`config.mk`:
```
export PLATFORM = sky130hd
export DESIGN_NAME = reg_dst_pipeline
export DESIGN_NICKNAME = d
export VERILOG_FILES = /design/src/rtl/reg_dst_pipeline.sv
export SDC_FILE = /design/constraint.sdc
export NUM_CORES = 1
export LEC_CHECK = 0
export CAP_MARGIN = 10
export CORE_MARGIN = 1
export CORE_UTILIZATION = 30
export DETAILED_ROUTE_END_ITERATION = 8
export GPL_TIMING_DRIVEN = 0
export PLACE_DENSITY_LB_ADDON = 0.08
export SYNTH_ARGS = -nofsm -noshare
export SYNTH_HDL_FRONTEND = slang
export SYNTH_SLANG_ARGS = --single-unit
```
`constraint.sdc`:
```
create_clock -name i_clk -period 2.23 [get_ports i_clk]
set_clock_uncertainty 0.05 [all_clocks]
set_input_delay 0.223 -clock i_clk [delete_from_list [all_inputs] [get_ports i_clk]]
set_output_delay 0.223 -clock i_clk [all_outputs]
set_load 0.005 [all_outputs]
```
`src/rtl/reg_dst_pipeline.sv`:
```
// Destination-register tracker: picks rt/rd/link for the ID instruction and carries it with a
// valid bit through STAGES stages. Optional macro REG_DST_FWD_PRIORITY_EN adds forwarding priority outputs.
module reg_dst_pipeline #(
    parameter int BITS_REGS = 5,
    parameter int STAGES    = 3,
    parameter int LINK_REG  = 31,
    localparam int FW       = $clog2(STAGES + 1)
) (
    input  logic                          i_clk,
    input  logic                          i_reset,
    input  logic [1:0]                    i_reg_dst_sel,
    input  logic                          i_reg_write,
    input  logic [BITS_REGS-1:0]          i_rt,
    input  logic [BITS_REGS-1:0]          i_rd,
    input  logic                          i_stall,
    input  logic                          i_flush,
    input  logic [BITS_REGS-1:0]          i_rs_query,
    input  logic [BITS_REGS-1:0]          i_rt_query,
    output logic [STAGES*BITS_REGS-1:0]   o_dst_stage,
    output logic [STAGES-1:0]             o_valid_stage,
    output logic [BITS_REGS-1:0]          o_wb_reg,
    output logic                          o_wb_write,
    output logic [STAGES-1:0]             o_match_rs,
    output logic [STAGES-1:0]             o_match_rt
`ifdef REG_DST_FWD_PRIORITY_EN
    ,
    output logic [FW-1:0]                 o_fwd_rs,
    output logic [FW-1:0]                 o_fwd_rt
`endif
);

    localparam logic [BITS_REGS-1:0] ZERO_IDX = {BITS_REGS{1'b0}};

    if (LINK_REG > (2 ** BITS_REGS) - 1) begin : g_link_reg_check
        $error("reg_dst_pipeline: LINK_REG does not fit in BITS_REGS bits");
    end
    if (STAGES < 2) begin : g_stages_check
        $error("reg_dst_pipeline: STAGES must be at least 2");
    end

    logic [BITS_REGS-1:0] sel_idx_s;
    logic                 cap_valid_s;
    logic [BITS_REGS-1:0] stage0_dst_s;
    logic                 stage0_valid_s;
    logic [BITS_REGS-1:0] dst_r [0:STAGES-1];
    logic [STAGES-1:0]    valid_r;
    logic [STAGES-1:0]    match_rs_s;
    logic [STAGES-1:0]    match_rt_s;

    // Destination select and capture qualification; a stall or flush turns stage 0 into a bubble.
    always_comb begin
        sel_idx_s = ZERO_IDX;
        case (i_reg_dst_sel)
            2'b00:   sel_idx_s = i_rt;
            2'b01:   sel_idx_s = i_rd;
            2'b10:   sel_idx_s = BITS_REGS'(LINK_REG);
            default: sel_idx_s = ZERO_IDX;
        endcase
        cap_valid_s = i_reg_write & (i_reg_dst_sel != 2'b11) & (sel_idx_s != ZERO_IDX);
        if (i_stall || i_flush) begin
            stage0_dst_s   = ZERO_IDX;
            stage0_valid_s = 1'b0;
        end else begin
            stage0_dst_s   = sel_idx_s;
            stage0_valid_s = cap_valid_s;
        end
    end

    // Pipeline shift register; reset discards everything in flight.
    always_ff @(posedge i_clk) begin
        if (i_reset) begin
            for (int k = 0; k < STAGES; k++) begin
                dst_r[k] <= ZERO_IDX;
            end
            valid_r <= {STAGES{1'b0}};
        end else begin
            dst_r[0] <= stage0_dst_s;
            for (int k = 1; k < STAGES; k++) begin
                dst_r[k] <= dst_r[k-1];
            end
            valid_r <= {valid_r[STAGES-2:0], stage0_valid_s};
        end
    end

    // Hazard compare per stage; a zero query never matches.
    always_comb begin
        match_rs_s = {STAGES{1'b0}};
        match_rt_s = {STAGES{1'b0}};
        for (int k = 0; k < STAGES; k++) begin
            match_rs_s[k] = valid_r[k] & (dst_r[k] == i_rs_query) & (i_rs_query != ZERO_IDX);
            match_rt_s[k] = valid_r[k] & (dst_r[k] == i_rt_query) & (i_rt_query != ZERO_IDX);
        end
    end

    // Flatten stage array onto the packed output bus.
    always_comb begin
        o_dst_stage = {(STAGES*BITS_REGS){1'b0}};
        for (int k = 0; k < STAGES; k++) begin
            o_dst_stage[k*BITS_REGS +: BITS_REGS] = dst_r[k];
        end
    end

    assign o_valid_stage = valid_r;
    assign o_wb_reg      = dst_r[STAGES-1];
    assign o_wb_write    = valid_r[STAGES-1];
    assign o_match_rs    = match_rs_s;
    assign o_match_rt    = match_rt_s;

`ifdef REG_DST_FWD_PRIORITY_EN
    // Youngest (lowest-numbered) matching stage wins; encoded as stage index + 1, 0 when none.
    function automatic logic [FW-1:0] first_match(input logic [STAGES-1:0] m);
        logic [FW-1:0] r;
        r = {FW{1'b0}};
        for (int k = STAGES - 1; k >= 0; k--) begin
            r = m[k] ? FW'(k + 1) : r;
        end
        return r;
    endfunction

    assign o_fwd_rs = first_match(match_rs_s);
    assign o_fwd_rt = first_match(match_rt_s);
`endif

endmodule
```
Yosys cells after proc, flatten, opt, wreduce, memory -nomap -nowiden

Memories as Yosys holds them, arrays and structs flattened.
Cells that the tools add are included.

Word-level logic and storage cells: 43
Bits in registers: 3
Bits of input ports: 27
Memories kept: 1
Output and inout bits: 30
Bits in writable memories: 15

Multiplexer cells: 8
Bitwise logic cells: 17
Reduce and logical (&&, ||, !) cells: 6
Equality and inequality tests: 9

Memories:

| memory | depth | width | read ports | clocked after Yosys merged registers in | write ports | line | RTL |
|---|---|---|---|---|---|---|---|
| dst_r  | 3     | 5     | 3          | 0                                       | 3           | 45   | `logic [BITS_REGS-1:0] dst_r [0:STAGES-1];` |

Operator list:

| kind               | count |
|---|---|
| $eq 5x5->1         | 6 |
| $mux 5             | 4 |
| $pmux 5 s3         | 1 |
| $reduce_bool 5->1  | 3 |
| $and 1x1->1        | 14 |
| $mux 1             | 3 |
| $or 1x1->1         | 3 |
| $eq 2x1->1 const B | 1 |
| $eq 2x2->1 const B | 1 |
| $logic_not 2->1    | 1 |
| $ne 2x2->1 const B | 1 |
| $reduce_or 2->1    | 1 |
| $logic_or 1x1->1   | 1 |

Depth between registers and ports, before layout

Depth in word-level cells: 4
Depth in mapped cells: 4
Mapped depth without buffers: 3

Worst setup path before layout

OpenSTA, ideal clock, no wires.

Path kind: input port to output port
From: input port i_rs_query[1]
To: output port o_match_rs[0]
Stages on the path: 3
Setup slack: 1.015 ns
Required time: 1.957 ns
Arrival time: 0.942 ns
Buffers on the path: 0
Path through: or4_1 -> nor2_2 -> nor4_1

Word-level cells in the longest chain between the ends: 3
Elaborated cells on any way between the ends: 4
Classes of those cells: eq/ne: 1; bitwise: 2; reduce/logical: 1

RTL lines:

| item          | line | RTL |
|---|---|---|
| from (decl)   | 17   | `input logic [BITS_REGS-1:0] i_rs_query,` |
| $eq 5x5->1    | 90   | `match_rs_s[k] = valid_r[k] & (dst_r[k] == i_rs_query) & (i_rs_query != ZERO_IDX);` |
| $and 1x1->1   | 90   |  |
| $and 1x1->1 * | 90   |  |
| to (decl)     | 23   | `output logic [STAGES-1:0] o_match_rs,` |

Mark *: on every way between the ends. The rest lies on a longest branch, timed or not.

Worst setup path after layout

Ends and elaborated chain as after synthesis.

==> run summary <==
The number of port buffers is 56. The number of enable-type register cells in the synthesized netlist is 0. The synthesized netlist contains 21 unique library cells. Counting instances in the post-synthesis netlist gives the leading cell types as dfxtp_1 (18), xnor2_1 (18), nor2b_1 (13), xor2_1 (12). Of the post-synthesis cell area, the dominant cell type holds 0.359.

The power density over the cells came out at 384 mW/mm². The sequential fraction of design power came out at 0.522. Headroom to the max-slew limit came out at 0.710. The post-synthesis instance total came out at between 100 and 150. The post-layout net count came out at a little under 200. The number of setup violations in the final report is 0. The post-synthesis net count came out at between 100 and 150. The design internal power is between 0.4 and 0.5 mW. The total iterations of the first detailed-routing run is 3.

Timing would allow up to slightly below 500 MHz. During synthesis, Yosys emitted a total of 0 warnings. The number of buffers added to fix hold violations after cts came out at 0.

The power share of the combinational group is 0.215. The final worst-path cycle share came out at 0.929. The flip-flop cell with the highest count after synthesis is dfxtp_1. The initial cell density of the core came out at 0.323. TritonCTS built the clock tree. The via density per instance is approximately 4.6. The post-CTS setup buffer count came out at 0.

The run finished with clean final reports. After floorplanning, the core was sized to cover roughly 0.0031 mm². After clock tree synthesis, the clock-pin slew on the worst setup and hold paths is around 0.090 ns. The number of design-rule violations left by the first detailed-router iteration came out at 19. The number of violations of the max-capacitance limit is 0. The final sum of negative setup slack came out at 0 ns. The sum of overflow across all layers after global routing is 0. The leakage dissipation is between 0.6 and 0.7 nW.

Counting the buffers created by CTS gives 3. Setup repair after global routing left no endpoint under its margin. The share of cells above drive strength 1 came out at 0.0952.

The weighted congestion reported at the end of routability-driven placement came out at approximately 0.77. Data on the critical path is required at its endpoint by around 2.0 ns. The switching power as a share of total power is 0.264. The sum of routed wire length over all layers came out at approximately 2700 µm. For this block, the via count after detailed routing is ~980. The number of antenna violations at the first check in global routing was 0.

The worst setup path is captured at a primary output. The horizontal die dimension is around 60 µm. The biggest area contributor in the post-synthesis netlist is dfxtp_1.

The sequential element share of the synthesized area is 0.359. The area added between synthesis and finish came out at 67.0%. The count of antenna-violating nets left after detailed routing is 0. Synthesis inferred 18 register bits.

The pin slew with the least headroom to its limit came out at roughly 0.43 ns. The number of clock sinks is 18. The clock latency on the worst-skew pair came out at ~0.31 ns. The data arrival at the endpoint of the critical path came out at around 1.8 ns. The filler cells instantiated in the layout total roughly 330. The top-level I/O count is 57.

The final HPWL from detailed placement came out at 2230 µm. The portion of total power attributed to the clock network came out at 0.263. The remaining routing DRC violations is 0. STA classifies the critical path startpoint as an input pin.

The overall global routing resource usage came out at 0.165. The largest vdd supply drop came out at between 0.00015 and 0.0002 V. The synthesized area came out at about 0.0010 mm². The final count of hold timing violations is 0. By area the synthesized netlist is led by dfxtp_1 (36%), xnor2_1 (16%), xor2_1 (10%). The critical path in this run is classified as input pin to primary output. Counting I/O delays and the setup requirement, the final critical path takes 2.07 ns.

Dividing the synthesized area by the synthesized cell count gives 9.21 µm². Of all nets on the critical path, the largest fanout is 4. The via count of the first global-routing pass was 943. The cell chosen for the clock root is clkbuf_4. The antenna diode count came out at 0. The clock passes through at most 2 buffers. The die covers about 0.0036 mm². The largest net degree at the start of global routing came out at 11. The first-pass GRT wire length is approximately 4200 µm. For this run, asynchronously set or reset flops after synthesis account for 0. The cell row count came out at 20. For this run, the share of the core covered by cells in the final layout is 0.540. The number of slew-limit violations in the final report came out at 0. The floorplan step set the die height to between 50 and 60 µm.

The CTS H-tree depth came out at 1. The path class of the lowest-slack min-delay path is input pin to flop. The power dissipated by switching net loads came out at 0.170 mW. The routed length per instance is about 13 µm.
## power groups by stage
stage	logic [mW]	registers [mW]	clock network, mW
after CTS	0.136	0.336	0.171
after floorplan	0.0545	0.342	0
after detailed placement	0.140	0.343	0
final	0.138	0.335	0.169
after global placement	0.137	0.343	0
after global routing	0.150	0.337	0.186
## sequential cells by signal, indices dropped and copies added, names as in the netlist
register	cells
o_valid_stage	3
dst_r	15
## per-layer routing
metal  vias up  GRT usage  wire length [µm]
met3         5     0.0260               154
met2        41      0.317              1430
met4         0     0.0897                63
met5         -          0                 0
met1       439      0.166              1070
li1        494          -                 -
## metrics by stage
step | hold slack, ns | std cells | power [mW] | setup slack [ns] | instance area (µm²)
final | 0.410 | 212 | 0.643 | 0.159 | 1680
after global routing | 0.394 | 212 | 0.674 | 0.0664 | 1680
after CTS | 0.405 | 212 | 0.643 | 0.0254 | 1630
after detailed placement | 0.460 | 209 | 0.483 | -0.0619 | 1620
after global placement | 0.445 | 209 | 0.479 | -0.0686 | 1620
after floorplan | 0.245 | 109 | 0.397 | 1.01 | 1000
## worst paths after layout
| kind | to | depth (start not counted) | startpoint | slack (ns) |
|---|---|---|---|---|
| min | o_valid_stage[0] | 3 | i_reg_write | 0.41 |
| min reg2reg | o_valid_stage[2] | 1 | o_valid_stage[1] | 0.47 |
| max | o_match_rs[0] | 5 | i_rs_query[1] | 0.16 |
| max reg2reg | dst_r[0][6] | 1 | dst_r[0][1] | 1.56 |
## critical path, cell delays in order
cell,delay [ns]
dlygate4sd2_1,0.30
or4_1,0.55
nor2_2,0.18
nor4_1,0.09
clkdlybuf4s50_1,0.45
## cells in the final DEF, fill, tap and decap left out, drive strengths merged
master and n:
buf 7, xnor2 18, nor4 6, xor2 12, clkdlybuf4s50 46, o21bai 1, dfxtp 18, o41ai 1
a211oi 3, a2bb2oi 2, nor3 3, nand4 6, nor2 6, clkbuf 6, or3 1, or4 3
nand2b 3, dlygate4sd2 6, dlymetal6s2s 4, a311oi 1, nand2 2, nor2b 13
## logic make-up (layout without fill, tap and decap cells)
logic type	count (synthesis)	in the layout	synth area share
simple gates	43	43	0.253
compound gates	8	8	0.0648
flops	18	18	0.359
buf+inv	10	69	0.0611
xor+xnor	30	30	0.262
## area by class of cell
class / instances / area [µm²] / area share
timing repair buffer: 56 / 563 / 0.336
clock buffer: 3 / 22.5 / 0.0134
buffer: 10 / 61.3 / 0.0366
tap: 44 / 55.1 / 0.0329
multi-input combinational: 81 / 613 / 0.366
sequential: 18 / 360 / 0.215
## what timing repair did
action | CTS | global route
resized for setup | 6 | 9
endpoints found under the setup margin | 6 | 6
hold endpoints to repair | 0 | 0
(Power assumes the default switching activity.)
